## src/rtl/dmem_arbiter_pkg.sv

```systemverilog
// Shared encodings for the data-memory port arbiter: who last owned the
// port, and whether a DMA burst currently holds it.
package dmem_arbiter_pkg;

  typedef enum logic {
    OWN_CORE = 1'b0,
    OWN_DMA  = 1'b1
  } owner_e;

  typedef enum logic {
    ST_IDLE   = 1'b0,
    ST_LOCKED = 1'b1
  } state_e;

endpackage

```

## src/rtl/dmem_arbiter_rr_pick2.sv

```systemverilog
// Two-way round-robin pick: a lone requester always wins; under contention
// the requester that did not own the port last time wins.
module rr_pick2 (
  input  logic req0,
  input  logic req1,
  input  logic last,
  output logic gnt0,
  output logic gnt1
);

  // last=1 means requester 1 owned the port most recently.
  assign gnt0 = req0 & (~req1 | last);
  assign gnt1 = req1 & (~req0 | ~last);

endmodule

```

## src/rtl/dmem_arbiter.sv

```systemverilog
// Arbitrates the core load/store path and a DMA/debug loader onto one
// single-cycle data memory port, with a bounded DMA burst lock.
//
// state     | meaning
// ST_IDLE   | round-robin between core and DMA, based on last owner
// ST_LOCKED | DMA burst owns the port; core served only when dma_req=0
module dmem_arbiter
  import dmem_arbiter_pkg::*;
#(
  parameter int ADDR_W      = 32,
  parameter int DATA_W      = 32,
  parameter int MAX_BURST   = 8,
  parameter int STALL_CNT_W = 16
) (
  input  logic                   clk,
  input  logic                   rst,
  input  logic                   core_req,
  input  logic                   core_we,
  input  logic [ADDR_W-1:0]      core_addr,
  input  logic [DATA_W-1:0]      core_wdata,
  output logic                   core_gnt,
  output logic                   core_stall,
  output logic [DATA_W-1:0]      core_rdata,
  input  logic                   dma_req,
  input  logic                   dma_we,
  input  logic                   dma_lock,
  input  logic [ADDR_W-1:0]      dma_addr,
  input  logic [DATA_W-1:0]      dma_wdata,
  output logic                   dma_gnt,
  output logic [DATA_W-1:0]      dma_rdata,
  output logic                   mem_we,
  output logic [ADDR_W-1:0]      mem_addr,
  output logic [DATA_W-1:0]      mem_wdata,
  input  logic [DATA_W-1:0]      mem_rdata,
  output logic [STALL_CNT_W-1:0] stall_cnt
);

  localparam int BEAT_W = $clog2(MAX_BURST + 1);
  localparam logic [BEAT_W-1:0] BEAT_LAST = BEAT_W'(MAX_BURST - 1);

  state_e              state_q, state_d;
  owner_e              last_q, last_d;
  logic [BEAT_W-1:0]   beat_q, beat_d;
  logic                rr_core, rr_dma;
  logic                burst_done;

  rr_pick2 u_rr (
    .req0 (core_req),
    .req1 (dma_req),
    .last (last_q == OWN_DMA),
    .gnt0 (rr_core),
    .gnt1 (rr_dma)
  );

  always_ff @(posedge clk) begin
    if (rst) begin
      state_q   <= ST_IDLE;
      last_q    <= OWN_DMA;
      beat_q    <= '0;
      stall_cnt <= '0;
    end else begin
      state_q <= state_d;
      last_q  <= last_d;
      beat_q  <= beat_d;
      if (core_stall && !(&stall_cnt)) begin
        stall_cnt <= stall_cnt + 1'b1;
      end
    end
  end

  // The core has waited a full burst; this beat is the last one DMA keeps.
  assign burst_done = core_req && (beat_q >= BEAT_LAST);

  always_comb begin
    state_d = state_q;
    last_d  = last_q;
    beat_d  = beat_q;
    if (core_gnt) begin
      last_d = OWN_CORE;
    end else if (dma_gnt) begin
      last_d = OWN_DMA;
    end
    unique case (state_q)
      ST_IDLE: begin
        // A one-beat budget is already spent by the entering beat if the core waits.
        if (dma_gnt && dma_lock && !(core_req && (MAX_BURST == 1))) begin
          state_d = ST_LOCKED;
          beat_d  = BEAT_W'(1);
        end
      end
      ST_LOCKED: begin
        if (!dma_req || !dma_lock || burst_done) begin
          state_d = ST_IDLE;
          beat_d  = '0;
        end else if (beat_q < BEAT_LAST) begin
          beat_d = beat_q + 1'b1;
        end
      end
      default: begin
        state_d = ST_IDLE;
        beat_d  = '0;
      end
    endcase
  end

  always_comb begin
    core_gnt = 1'b0;
    dma_gnt  = 1'b0;
    if (!rst) begin
      if (state_q == ST_LOCKED) begin
        dma_gnt  = dma_req;
        core_gnt = core_req & ~dma_req;
      end else begin
        core_gnt = rr_core;
        dma_gnt  = rr_dma;
      end
    end
  end

  assign core_stall = core_req & ~core_gnt & ~rst;
  assign mem_we     = (core_gnt & core_we) | (dma_gnt & dma_we);
  assign mem_addr   = dma_gnt ? dma_addr  : core_addr;
  assign mem_wdata  = dma_gnt ? dma_wdata : core_wdata;
  assign core_rdata = mem_rdata;
  assign dma_rdata  = mem_rdata;

endmodule

```

## config.mk

```make
export PLATFORM = sky130hd
export DESIGN_NAME = dmem_arbiter
export DESIGN_NICKNAME = d
export VERILOG_FILES = /design/src/rtl/dmem_arbiter_pkg.sv /design/src/rtl/dmem_arbiter_rr_pick2.sv /design/src/rtl/dmem_arbiter.sv
export SDC_FILE = /design/constraint.sdc
export NUM_CORES = 1
export LEC_CHECK = 0
export ABC_CLOCK_PERIOD_IN_PS = 8900
export CAP_MARGIN = 40
export CORE_AREA = 2 2 122 124
export CTS_BUF_LIST = sky130_fd_sc_hd__clkbuf_16
export DETAILED_ROUTE_END_ITERATION = 8
export DIE_AREA = 0 0 124 126
export PLACE_DENSITY_LB_ADDON = 0.25
export SLEW_MARGIN = 20
export SYNTH_ARGS = -nofsm -noshare
export SYNTH_HDL_FRONTEND = slang
export SYNTH_SLANG_ARGS = --single-unit
```

## constraint.sdc

```tcl
create_clock -name clk -period 8.9 [get_ports clk]
set_clock_uncertainty 0.05 [all_clocks]
set_input_delay 2.67 -clock clk [delete_from_list [all_inputs] [get_ports clk]]
set_output_delay 2.67 -clock clk [all_outputs]
set_load 0.005 [all_outputs]
```

==> results of run 1 <==
==> Yosys cell counts (2+ instances only) <==
cell type  instances
buf_4             65
mux2_2            61
dfxtp_1           22
nand2_1           12
a21oi_1           11
o21ai_0            9
inv_1              7
buf_6              6
mux2_1             5
nand4_1            5
o311ai_0           5
o41ai_1            5
buf_2              4
nor2_1             4
nor3_1             4
and3_1             3
nand2b_1           3
nor2b_1            3
or3_1              3
a211oi_1           2
and2_1             2
clkbuf_1           2
ha_1               2
nand3b_1           2
nor4_1             2
o31ai_1            2
or2_2              2
or4_1              2
==> worst max-delay path: stages <==
cell,delay [ps]
clkdlybuf4s50_1,390
buf_4,200
nand2b_1,230
a21oi_4,170
buf_12,300
mux2_2,410
clkdlybuf4s50_1,550
==> metrics by stage <==
stage | total power, W | utilization | worst slack [ps] | instances
6_report | 0.000398 | 0.310 | 1220 | 608
5_1_grt | 0.000415 | 0.310 | 1120 | 604
4_1_cts | 0.000403 | 0.310 | 1180 | 604
3_5_place_dp | 0.000274 | 0.302 | 1190 | 600
3_3_place_gp | 0.000276 | 0.302 | 1200 | 600
2_1_floorplan | 0.000172 | - | 2310 | 273
==> cell type report <==
cell class                      count  share of cell area
Clock buffer                        3              0.0169
Inverter                            7             0.00592
Tap cell                          184              0.0518
Antenna cell                        4             0.00225
Timing Repair Buffer              220               0.497
Clock inverter                      1             0.00676
Sequential cell                    22              0.0992
Multi-Input combinational cell    167               0.320
==> logic make-up (layout without fill, tap and decap cells) <==
| logic type | Yosys count | count (layout) | share of synthesized area |
|---|---|---|---|
| AOI/OAI and AO/OA | 45 | 45 | 0.128 |
| and+or+nand+nor | 54 | 54 | 0.132 |
| muxes | 66 | 66 | 0.302 |
| buffers and inverters | 84 | 231 | 0.248 |
| other | 0 | 4 | 0 |
| adders and majority gates | 2 | 2 | 0.0102 |
| DFF | 22 | 22 | 0.179 |
==> flip-flops by register name, indices dropped and copies added, names as in the netlist <==
| signal | count |
|---|---|
| beat_q | 4 |
| stall_cnt | 16 |
| state_q | 1 |
| last_q | 1 |
==> power breakdown <==
group | switching (W) | internal, W
sequential | 0.00000128 | 0.0000994
combinational | 0.0000553 | 0.000116
clock | 0.0000370 | 0.0000893
total | 0.0000936 | 0.000305
==> worst paths after layout <==
path	end	slack (ps)	cells past startpoint
worst max-delay path	mem_wdata[28]	1220	7
worst min-delay path	beat_q[3]	430	1
worst max register to register	stall_cnt[15]	6820	5
worst min register to register	beat_q[3]	430	1
==> metal layers <==
metal | GRT usage | share of wire
met1 | 0.253 | 0.50
met2 | 0.207 | 0.35
met3 | 0.0996 | 0.14
met4 | 0.00661 | 0.0018
met5 | 0 | 0.00084
==> summary.md, run 1 <==
| Metric | Value |
|---|---|
| Worst reg2reg path startpoint | `stall_cnt[0]` |
| Setup TNS | `0 ps` |
| DR iter-0 viols | `76` |
| PD cells | `89.7 mW/mm^2` |
| Drt drc | `0` |
| Synthesized area | `0.00246 sq mm` |
| Layout Nets | `590` |
| Syn nets | `442` |
| Outcome | `complete, no violations` |
| Max Cap Violations | `0` |
| Design area | `0.00444 sq mm` |
| DR WL/cell | `23.4 um` |
| Static Leak | `1.56 nW` |
| Hold Crit Start | `beat_q[3]` |
| Die H | `126 um` |
| Pin slew with the least headroom to its limit | `784 ps` |
| CTS Buf Count | `3` |
| Gp weighted congestion | `0.764` |
| Clock-pin slew on the worst setup and hold paths | `60 ps` |
| Hold WS | `432 ps` |
| Detailed Routing Iterations Pass 1 | `4` |
| Most frequent cells in the layout | `clkdlybuf4s50_1, mux2_2, dfxtp_1, nand2_1, a21oi_1` |
| Worst path arrival time | `4960 ps` |
| DR vias/cell | `4.26` |
| Pin count of the biggest net entering global routing | `67` |
| PostCTS Resize Cnt | `0` |
| DIE WIDTH | `124 um` |
| RSZ-0062 raised after global routing | `false` |
| H-tree depth | `1` |
| Global-route wire length before repair | `18,500 um` |
| Synth area leader | `mux2_2` |
| ANT nets after route | `0` |
| Clk Latency, worst-skew pair | `260 ps` |
| Vias | `2,590` |
| Die area | `0.0156 sq mm` |
| CP Max Fanout | `66` |
| Max Fclk | `130 MHz` |
| Fill count | `1,482` |
| Slew headroom | `0.464` |
| CP startpoint kind | `input pin` |
| Starting Density | `0.172` |
| Worst-case clock buffer depth | `2` |
| Placeable Area | `0.0143 sq mm` |
| Clk sinks | `22` |
| PortBufs | `218` |
| Minimum clock period | `7680 ps` |
| Mean post-synth cell area | `9.01 sq um` |
| Synth warn | `0` |
| FF/Latch Area | `440 sq um` |
| # hold bufs at CTS | `0` |
| Crit Path Class | `input pin to output pin` |
| Yosys top cell area share | `0.279` |
| CP startpoint | `rst` |
| Antenna violations before repair | `5` |
| Post-Synthesis Cells | `273` |
| Post-CTS Setup Bufs | `0` |
| Sequential area share after synthesis | `0.179` |
| Gr ovfl total | `0` |
| Final Slew Violations | `0` |
| Maximum vdd ir drop | `58.3 uV` |
| Io pins | `315` |
| CTS tree | `done` |
| Element type at the critical path end | `output pin` |
| Fraction of final layout cells with drive strength greater than 1 | `0.179` |
| Number of global-route vias before repair | `2,578` |
| Drt total wl | `14,200 um` |
| Period utilisation layout | `0.863` |
| Clock root cell | `clkbuf_16` |
| Synth top area cells | `mux2_2, buf_4, dfxtp_1` |
| Flops & latches, synth | `22` |
| Synth async-reset ratio | `0` |
| Hold Crit Class | `register to register` |
| Commonest non-fill, non-tap cell in the layout | `clkdlybuf4s50_1` |
| Main flop type after synthesis | `dfxtp_1` |
| Row count | `44` |
| Hold Fails Final Rpt | `0` |
| Post-synth EDFFs | `0` |
| Setup violators final | `0` |
| Hpwl dp | `12,200 um` |
| Worst EP required | `6180 ps` |
| Total track usage | `0.166` |
| Count of different cell masters after synthesis | `46` |
| Dpl cell area | `0.00433 sq mm` |
| Footprint of the multi-input gates | `0.00142 sq mm` |
| Syn-to-layout area delta | `80.7%` |
Power figures use the tool's default switching activity.
==> run 2: changes to the inputs <==
--- a/config.mk
+++ b/config.mk
@@ -12,7 +12,7 @@
 export DETAILED_ROUTE_END_ITERATION = 8
 export DIE_AREA = 0 0 124 126
 export PLACE_DENSITY_LB_ADDON = 0.25
-export SLEW_MARGIN = 20
+export SLEW_MARGIN = 25
 export SYNTH_ARGS = -nofsm -noshare
 export SYNTH_HDL_FRONTEND = slang
 export SYNTH_SLANG_ARGS = --single-unit
==> results of run 2 <==
The final DEF is identical to that of run 1; final timing and power are the same.
==> run 3: changes to the inputs <==
--- a/config.mk
+++ b/config.mk
@@ -9,6 +9,7 @@
 export CAP_MARGIN = 40
 export CORE_AREA = 2 2 122 124
 export CTS_BUF_LIST = sky130_fd_sc_hd__clkbuf_16
+export CTS_CLUSTER_SIZE = 24
 export DETAILED_ROUTE_END_ITERATION = 8
 export DIE_AREA = 0 0 124 126
 export PLACE_DENSITY_LB_ADDON = 0.25
==> results of run 3 <==
The final DEF is identical to that of run 1; final timing and power are the same.
